File: src/rtl/page_table_responder.sv
// page_table_responder: page-walk responder serving the 8B-page and 32B-page
// lookup ports of the speculative TLB. Each port has its own IDLE/WALK/DONE
// FSM with a fixed walk latency. Translation tables can be written at run time
// and signal faults through their valid bits.
// Optional feature macro: PT_STATS_EN builds the saturating STAT_LOOKUPS /
// STAT_FAULTS counters. When it is undefined, both outputs are tied to zero.
module page_table_responder #(
  parameter int         LAT_8B  = 4,
  parameter int         LAT_32B = 2,
  parameter logic [5:0] KEY_8B  = 6'h15,
  parameter logic [3:0] KEY_32B = 4'h5
) (
  input  logic        clk,
  input  logic        rst,
  input  logic        LOOKUP_RQST_8B,
  input  logic [5:0]  LOOKUP_ADDR_8B,
  output logic        LOOKUP_COMPLETE_8B,
  output logic [11:0] LOOKUP_RETURN_8B,
  output logic        LOOKUP_VALID_8B,
  input  logic        LOOKUP_RQST_32B,
  input  logic [3:0]  LOOKUP_ADDR_32B,
  output logic        LOOKUP_COMPLETE_32B,
  output logic [7:0]  LOOKUP_RETURN_32B,
  output logic        LOOKUP_VALID_32B,
  input  logic        PT_WR_EN,
  input  logic        PT_WR_SEL,
  input  logic [5:0]  PT_WR_ADDR,
  input  logic [5:0]  PT_WR_PPN,
  input  logic        PT_WR_VALID,
  output logic [15:0] STAT_LOOKUPS,
  output logic [15:0] STAT_FAULTS
);

  localparam logic [1:0] S_IDLE = 2'd0;
  localparam logic [1:0] S_WALK = 2'd1;
  localparam logic [1:0] S_DONE = 2'd2;

  // The counter is loaded with LAT-1 so that the table read lands on edge N+LAT.
  localparam logic [3:0] LAT8_M1  = 4'(LAT_8B - 1);
  localparam logic [3:0] LAT32_M1 = 4'(LAT_32B - 1);

  // Translation tables: PPN and valid bit per entry
  logic [5:0]  r_tbl8_ppn [64];
  logic [63:0] r_tbl8_vld;
  logic [3:0]  r_tbl32_ppn [16];
  logic [15:0] r_tbl32_vld;

  // Per-port FSM state
  logic [1:0]  r_st8,  r_st32;
  logic [3:0]  r_cnt8, r_cnt32;
  logic [5:0]  r_vpn8;
  logic [3:0]  r_vpn32;
  logic [11:0] r_ret8;
  logic [7:0]  r_ret32;
  logic        r_vld8, r_vld32;

  // A read edge is the last WALK cycle, when the counter has reached zero.
  logic w_rd8, w_rd32;
  assign w_rd8  = (r_st8  == S_WALK) && (r_cnt8  == 4'd0);
  assign w_rd32 = (r_st32 == S_WALK) && (r_cnt32 == 4'd0);

  // Table storage: reset loads the key mapping. Writes use nonblocking
  // assignment, so a walk reading the same entry on the same edge sees the old
  // contents.
  always_ff @(posedge clk) begin
    if (rst) begin
      for (int i = 0; i < 64; i++) begin
        r_tbl8_ppn[i] <= 6'(i) ^ KEY_8B;
      end
      for (int j = 0; j < 16; j++) begin
        r_tbl32_ppn[j] <= 4'(j) ^ KEY_32B;
      end
      r_tbl8_vld  <= '1;
      r_tbl32_vld <= '1;
    end else if (PT_WR_EN) begin
      if (!PT_WR_SEL) begin
        r_tbl8_ppn[PT_WR_ADDR] <= PT_WR_PPN;
        r_tbl8_vld[PT_WR_ADDR] <= PT_WR_VALID;
      end else begin
        r_tbl32_ppn[PT_WR_ADDR[3:0]] <= PT_WR_PPN[3:0];
        r_tbl32_vld[PT_WR_ADDR[3:0]] <= PT_WR_VALID;
      end
    end
  end

  // 8B port FSM: accept in IDLE, count down in WALK, pulse COMPLETE in DONE
  always_ff @(posedge clk) begin
    if (rst) begin
      r_st8  <= S_IDLE;
      r_cnt8 <= 4'd0;
      r_vpn8 <= 6'd0;
      r_ret8 <= 12'd0;
      r_vld8 <= 1'b0;
    end else begin
      case (r_st8)
        S_IDLE: begin
          if (LOOKUP_RQST_8B) begin
            r_vpn8 <= LOOKUP_ADDR_8B;
            r_cnt8 <= LAT8_M1;
            r_st8  <= S_WALK;
          end
        end
        S_WALK: begin
          if (w_rd8) begin
            r_ret8 <= {r_vpn8, r_tbl8_ppn[r_vpn8]};
            r_vld8 <= r_tbl8_vld[r_vpn8];
            r_st8  <= S_DONE;
          end else begin
            r_cnt8 <= r_cnt8 - 4'd1;
          end
        end
        S_DONE:  r_st8 <= S_IDLE;
        default: r_st8 <= S_IDLE;
      endcase
    end
  end

  // 32B port FSM: same structure as the 8B port, using the narrower table
  always_ff @(posedge clk) begin
    if (rst) begin
      r_st32  <= S_IDLE;
      r_cnt32 <= 4'd0;
      r_vpn32 <= 4'd0;
      r_ret32 <= 8'd0;
      r_vld32 <= 1'b0;
    end else begin
      case (r_st32)
        S_IDLE: begin
          if (LOOKUP_RQST_32B) begin
            r_vpn32 <= LOOKUP_ADDR_32B;
            r_cnt32 <= LAT32_M1;
            r_st32  <= S_WALK;
          end
        end
        S_WALK: begin
          if (w_rd32) begin
            r_ret32 <= {r_vpn32, r_tbl32_ppn[r_vpn32]};
            r_vld32 <= r_tbl32_vld[r_vpn32];
            r_st32  <= S_DONE;
          end else begin
            r_cnt32 <= r_cnt32 - 4'd1;
          end
        end
        S_DONE:  r_st32 <= S_IDLE;
        default: r_st32 <= S_IDLE;
      endcase
    end
  end

  assign LOOKUP_COMPLETE_8B  = (r_st8  == S_DONE);
  assign LOOKUP_RETURN_8B    = r_ret8;
  assign LOOKUP_VALID_8B     = r_vld8;
  assign LOOKUP_COMPLETE_32B = (r_st32 == S_DONE);
  assign LOOKUP_RETURN_32B   = r_ret32;
  assign LOOKUP_VALID_32B    = r_vld32;

`ifdef PT_STATS_EN
  logic [15:0] r_stat_lk, r_stat_flt;
  logic [1:0]  w_add_lk, w_add_flt;
  logic        w_flt8, w_flt32;

  function automatic logic [15:0] sat_add(input logic [15:0] a, input logic [1:0] b);
    logic [16:0] s;
    s = {1'b0, a} + {15'd0, b};
    return s[16] ? 16'hFFFF : s[15:0];
  endfunction

  assign w_flt8    = w_rd8  & ~r_tbl8_vld[r_vpn8];
  assign w_flt32   = w_rd32 & ~r_tbl32_vld[r_vpn32];
  assign w_add_lk  = {1'b0, w_rd8}  + {1'b0, w_rd32};
  assign w_add_flt = {1'b0, w_flt8} + {1'b0, w_flt32};

  // Counters update on the read edge, so they move together with COMPLETE.
  always_ff @(posedge clk) begin
    if (rst) begin
      r_stat_lk  <= 16'd0;
      r_stat_flt <= 16'd0;
    end else begin
      r_stat_lk  <= sat_add(r_stat_lk,  w_add_lk);
      r_stat_flt <= sat_add(r_stat_flt, w_add_flt);
    end
  end

  assign STAT_LOOKUPS = r_stat_lk;
  assign STAT_FAULTS  = r_stat_flt;
`else
  assign STAT_LOOKUPS = 16'h0000;
  assign STAT_FAULTS  = 16'h0000;
`endif

endmodule

File: config.mk
export PLATFORM = sky130hd
export DESIGN_NAME = page_table_responder
export DESIGN_NICKNAME = d
export VERILOG_FILES = /design/src/rtl/page_table_responder.sv
export SDC_FILE = /design/constraint.sdc
export NUM_CORES = 1
export LEC_CHECK = 0
export ABC_AREA = 1
export CORE_MARGIN = 2
export CORE_UTILIZATION = 50
export CTS_CLUSTER_SIZE = 16
export DETAILED_ROUTE_END_ITERATION = 10
export GPL_TIMING_DRIVEN = 0
export HOLD_SLACK_MARGIN = 0.15
export PLACE_DENSITY = 0.76
export REMOVE_ABC_BUFFERS = 1
export SLEW_MARGIN = 40
export SYNTH_ARGS = -nofsm -noshare
export SYNTH_HDL_FRONTEND = slang
export SYNTH_SLANG_ARGS = --single-unit
File: constraint.sdc
create_clock -name clk -period 4.06 [get_ports clk]
set_input_delay 1.015 -clock clk [delete_from_list [all_inputs] [get_ports clk]]
set_output_delay 1.015 -clock clk [all_outputs]
set_load 0.02 [all_outputs]
==> qor.yml <==
outcome: "complete, no violations"
wirelength_um: 70500
antenna_found_initial: 1
clk_pin_slew_ns: 0.06
power.total_uw: 14100
cp_cell_sequence: "clkdlybuf4s50_1 > inv_1 > nor2_4 > nand2_1 > nor2_1 > nand2_1 > nand2_1"
hp-class: "flip-flop to flip-flop"
start_kind: "input port"
setup_viol: 0
ir_drop_mv: 0.364
fin_crit_sh_pct: 77.5
syn_avg_cell_area_um2: 8.80
die_h_um: 233
die_width_um: 233
grt-ovfl-total: 0
reg2reg_slack_ns: 1.34
critPathTopFamily: "simple AND/OR/NAND/NOR gates"
post_cts_buffers: 0
cts_tree: "done"
place_congestion: 0.896
wire_per_inst_um: 19.2
drcViolationCount: 0
cp_data_arrival_time_ns: 3.45
critPathCaptureType: "flip-flop"
reg2reg_from: "r_vpn8[0]"
hold_viol: 0
clockBufferDepth: 3
path_common_cell: "nand2_1"
drv_slew: 0
placed_cell_area_um2: 27200
synthTopCellsByArea: "edfxtp_1 (51%), nand2_1 (13%), dfxtp_1 (9.4%), nand3_1 (7.7%), nor2_1 (6.9%)"
crit_path_max_incr_delay_ns: 0.63
crit_buf_inv: 2
timing.fmax_mhz: 318
critPathSlowestCell: "clkdlybuf4s50_1"
portBuffers: 52
tns_ns: 0
clkLatencyLatePin_ns: 0.62
final_area_um2: 29200
grt_pass1_wl_um: 109000
hpwlAfterDp_um: 44300
min_path_cells: 2
rsz0062_at_grt: "false"
track_usage_pct: 26.0
drtIter0Drc: 2712
synth_warnings: 0
hold_end: "r_tbl32_vld[5]"
syn_area_um2: 26300
regArea_um2: 16000
dr_total_vias: 21100
grt_start_max_net_pins: 111
die-area_um2: 54400
cts.sinks: 572
cts_hold_buf: 0
cp.required_ns: 4.36
drt-pass1-iter-count: 7
nets: 2956
avgViaCountPerCell: 5.75
synthDistinctLibCells: 28
yosysTopAreaCell: "edfxtp_1"
hp-start: "r_tbl32_vld[5]"
fin_crit_ns: 3.15
multi_input_area_um2: 8720
num-fill-cells: 4405
grt_pass1_vias: 20100
maxCapViolations: 0
relSlewSlack_pct: 41.0
start_util_pct: 50.3
cts_buffers: 59
drive_gt1_share_pct: 5.14
worstPathMaxFanout: 17
rows: 84
ctsResizeCount: 0
r2r-end: "LOOKUP_RETURN_8B[3]"
yosysSeqAreaShare_pct: 60.6
p_leak_uw: 0.0113
synth_cells: 2986
critPathKind: "input port to flip-flop"
finClkSkew_ns: 0.0127
ant_nets: 0
synth_top_area_share_pct: 51.2
power.density_nw_per_um2: 484
htreeDepth: 2
core-area_um2: 52200
syn_to_final_growth_pct: 11.2
synth-seq-cells: 572
clock-root-buffer: "clkbuf_16"
num_io_pins: 85
worst_pin_slew_ns: 0.883
reg2regPathDepth: 13
-- layout make-up --
cell class              count  share of cell area (%)
flip-flops and latches    572                    54.6
diodes                      2                  0.0171
inverters                 153                    2.17
multi-input cells        2067                    29.8
clock buffers              78                    5.73
well taps                 688                    2.95
clock inverters            32                    1.28
repair buffers             72                    3.43
-- registers in the layout, indices dropped and copies added, names as in the netlist --
signal             count
LOOKUP_RETURN_32B      8
LOOKUP_RETURN_8B      12
LOOKUP_VALID_32B       1
LOOKUP_VALID_8B        1
r_cnt32                4
r_cnt8                 4
r_st32                 2
r_st8                  2
r_tbl32_ppn           64
r_tbl32_vld           16
r_tbl8_ppn           384
r_tbl8_vld            64
r_vpn32                4
r_vpn8                 6
-- how the worst max path moves through the flow --
stage	slack, ns	cells after the start	end	start
detailed placement	0.09	7	r_tbl8_ppn[49][1]	PT_WR_EN
finish	0.91	7	r_tbl8_ppn[14][4]	PT_WR_EN
global route	0.84	10	r_tbl8_ppn[10][0]	PT_WR_ADDR[0]
floorplan	-4.09	9	LOOKUP_RETURN_8B[5]	r_vpn8[0]
global placement	-9.99	11	LOOKUP_RETURN_8B[0]	r_vpn8[0]
CTS	0.75	7	r_tbl8_ppn[49][4]	PT_WR_EN
-- where the power goes --
part,leakage [uW],internal [uW],switching [uW]
logic,0.00486,483,1200
registers,0.00540,6590,172
clock network,0.00100,3400,2300
total,0.0113,10500,3680
-- layer usage --
metal	up-vias	wire (um)	global-route usage [%]	part of all wire [%]
met5	-	13	0	0.018
met4	2	2540	10.4	3.6
met3	197	7630	3.98	11
met2	1275	33200	43.1	47
met1	9914	27100	34.3	38
li1	9685	-	-	-
-- layout by cell type, fill, tap and decap left out, types with 2 or more instances in the layout --
cell type,instances
nor2_4,3
nand2_1,875
diode_2,2
conb_1,32
clkinv_2,8
o21ai_1,15
inv_4,4
edfxtp_1,448
a211oi_1,2
nor2_1,483
bufinv_16,8
clkinv_1,8
nor2_2,12
a21oi_1,106
ha_1,2
clkinv_4,4
buf_16,11
clkbuf_8,4
clkdlybuf4s50_1,51
dfxtp_4,3
inv_6,7
clkinvlp_4,2
dfxtp_1,118
nor3_1,9
a31oi_1,3
o211ai_1,8
o22ai_1,18
inv_8,3
buf_12,9
clkbuf_1,11
o21ai_0,91
inv_2,6
nand3_1,404
clkbuf_16,63
dfxtp_2,3
inv_1,135
-- cells in the mapped netlist (all sizes together) --
cell / count
nor3: 9
conb: 1
a21oi: 106
o211ai: 8
nand2: 876
nor2: 498
edfxtp: 448
o21ai: 106
clkbuf: 95
dfxtp: 124
a211oi: 2
inv: 152
o22ai: 18
and2: 1
nand3: 405
a31oi: 3
ha: 2
buf: 130
clkinv: 1
o22a: 1
-- worst reg2reg max path: cells and delay by family (launching register included) --
| family | cells | cell delay [ns] |
|---|---|---|
| buf+inv | 4 | 0.81 |
| flops | 1 | 0.58 |
| simple gates | 9 | 1.23 |
-- through the flow --
step	cells	hold slack [ns]	setup WS (ns)	util [%]
global placement	3532	0.458	-9.99	50.9
floorplan	2792	0.439	-4.09	-
finish	3664	0.474	0.914	55.9
global route	3662	0.507	0.842	55.9
detailed placement	3552	0.463	0.0931	52.0
CTS	3662	0.472	0.750	55.9
-- logic make-up (layout without fill, tap and decap cells) --
family / count (synthesis) / after routing / share of synthesized area (%)
AO/OA/AOI/OAI: 244 / 244 / 4.86
adder cells (fa/ha/maj): 2 / 2 / 0.0952
buffers and inverters: 378 / 335 / 6.68
flip-flops: 572 / 572 / 60.6
other: 1 / 34 / 0.0143
AND/OR/NAND/NOR: 1789 / 1789 / 27.7
(Power assumes the default switching activity.)
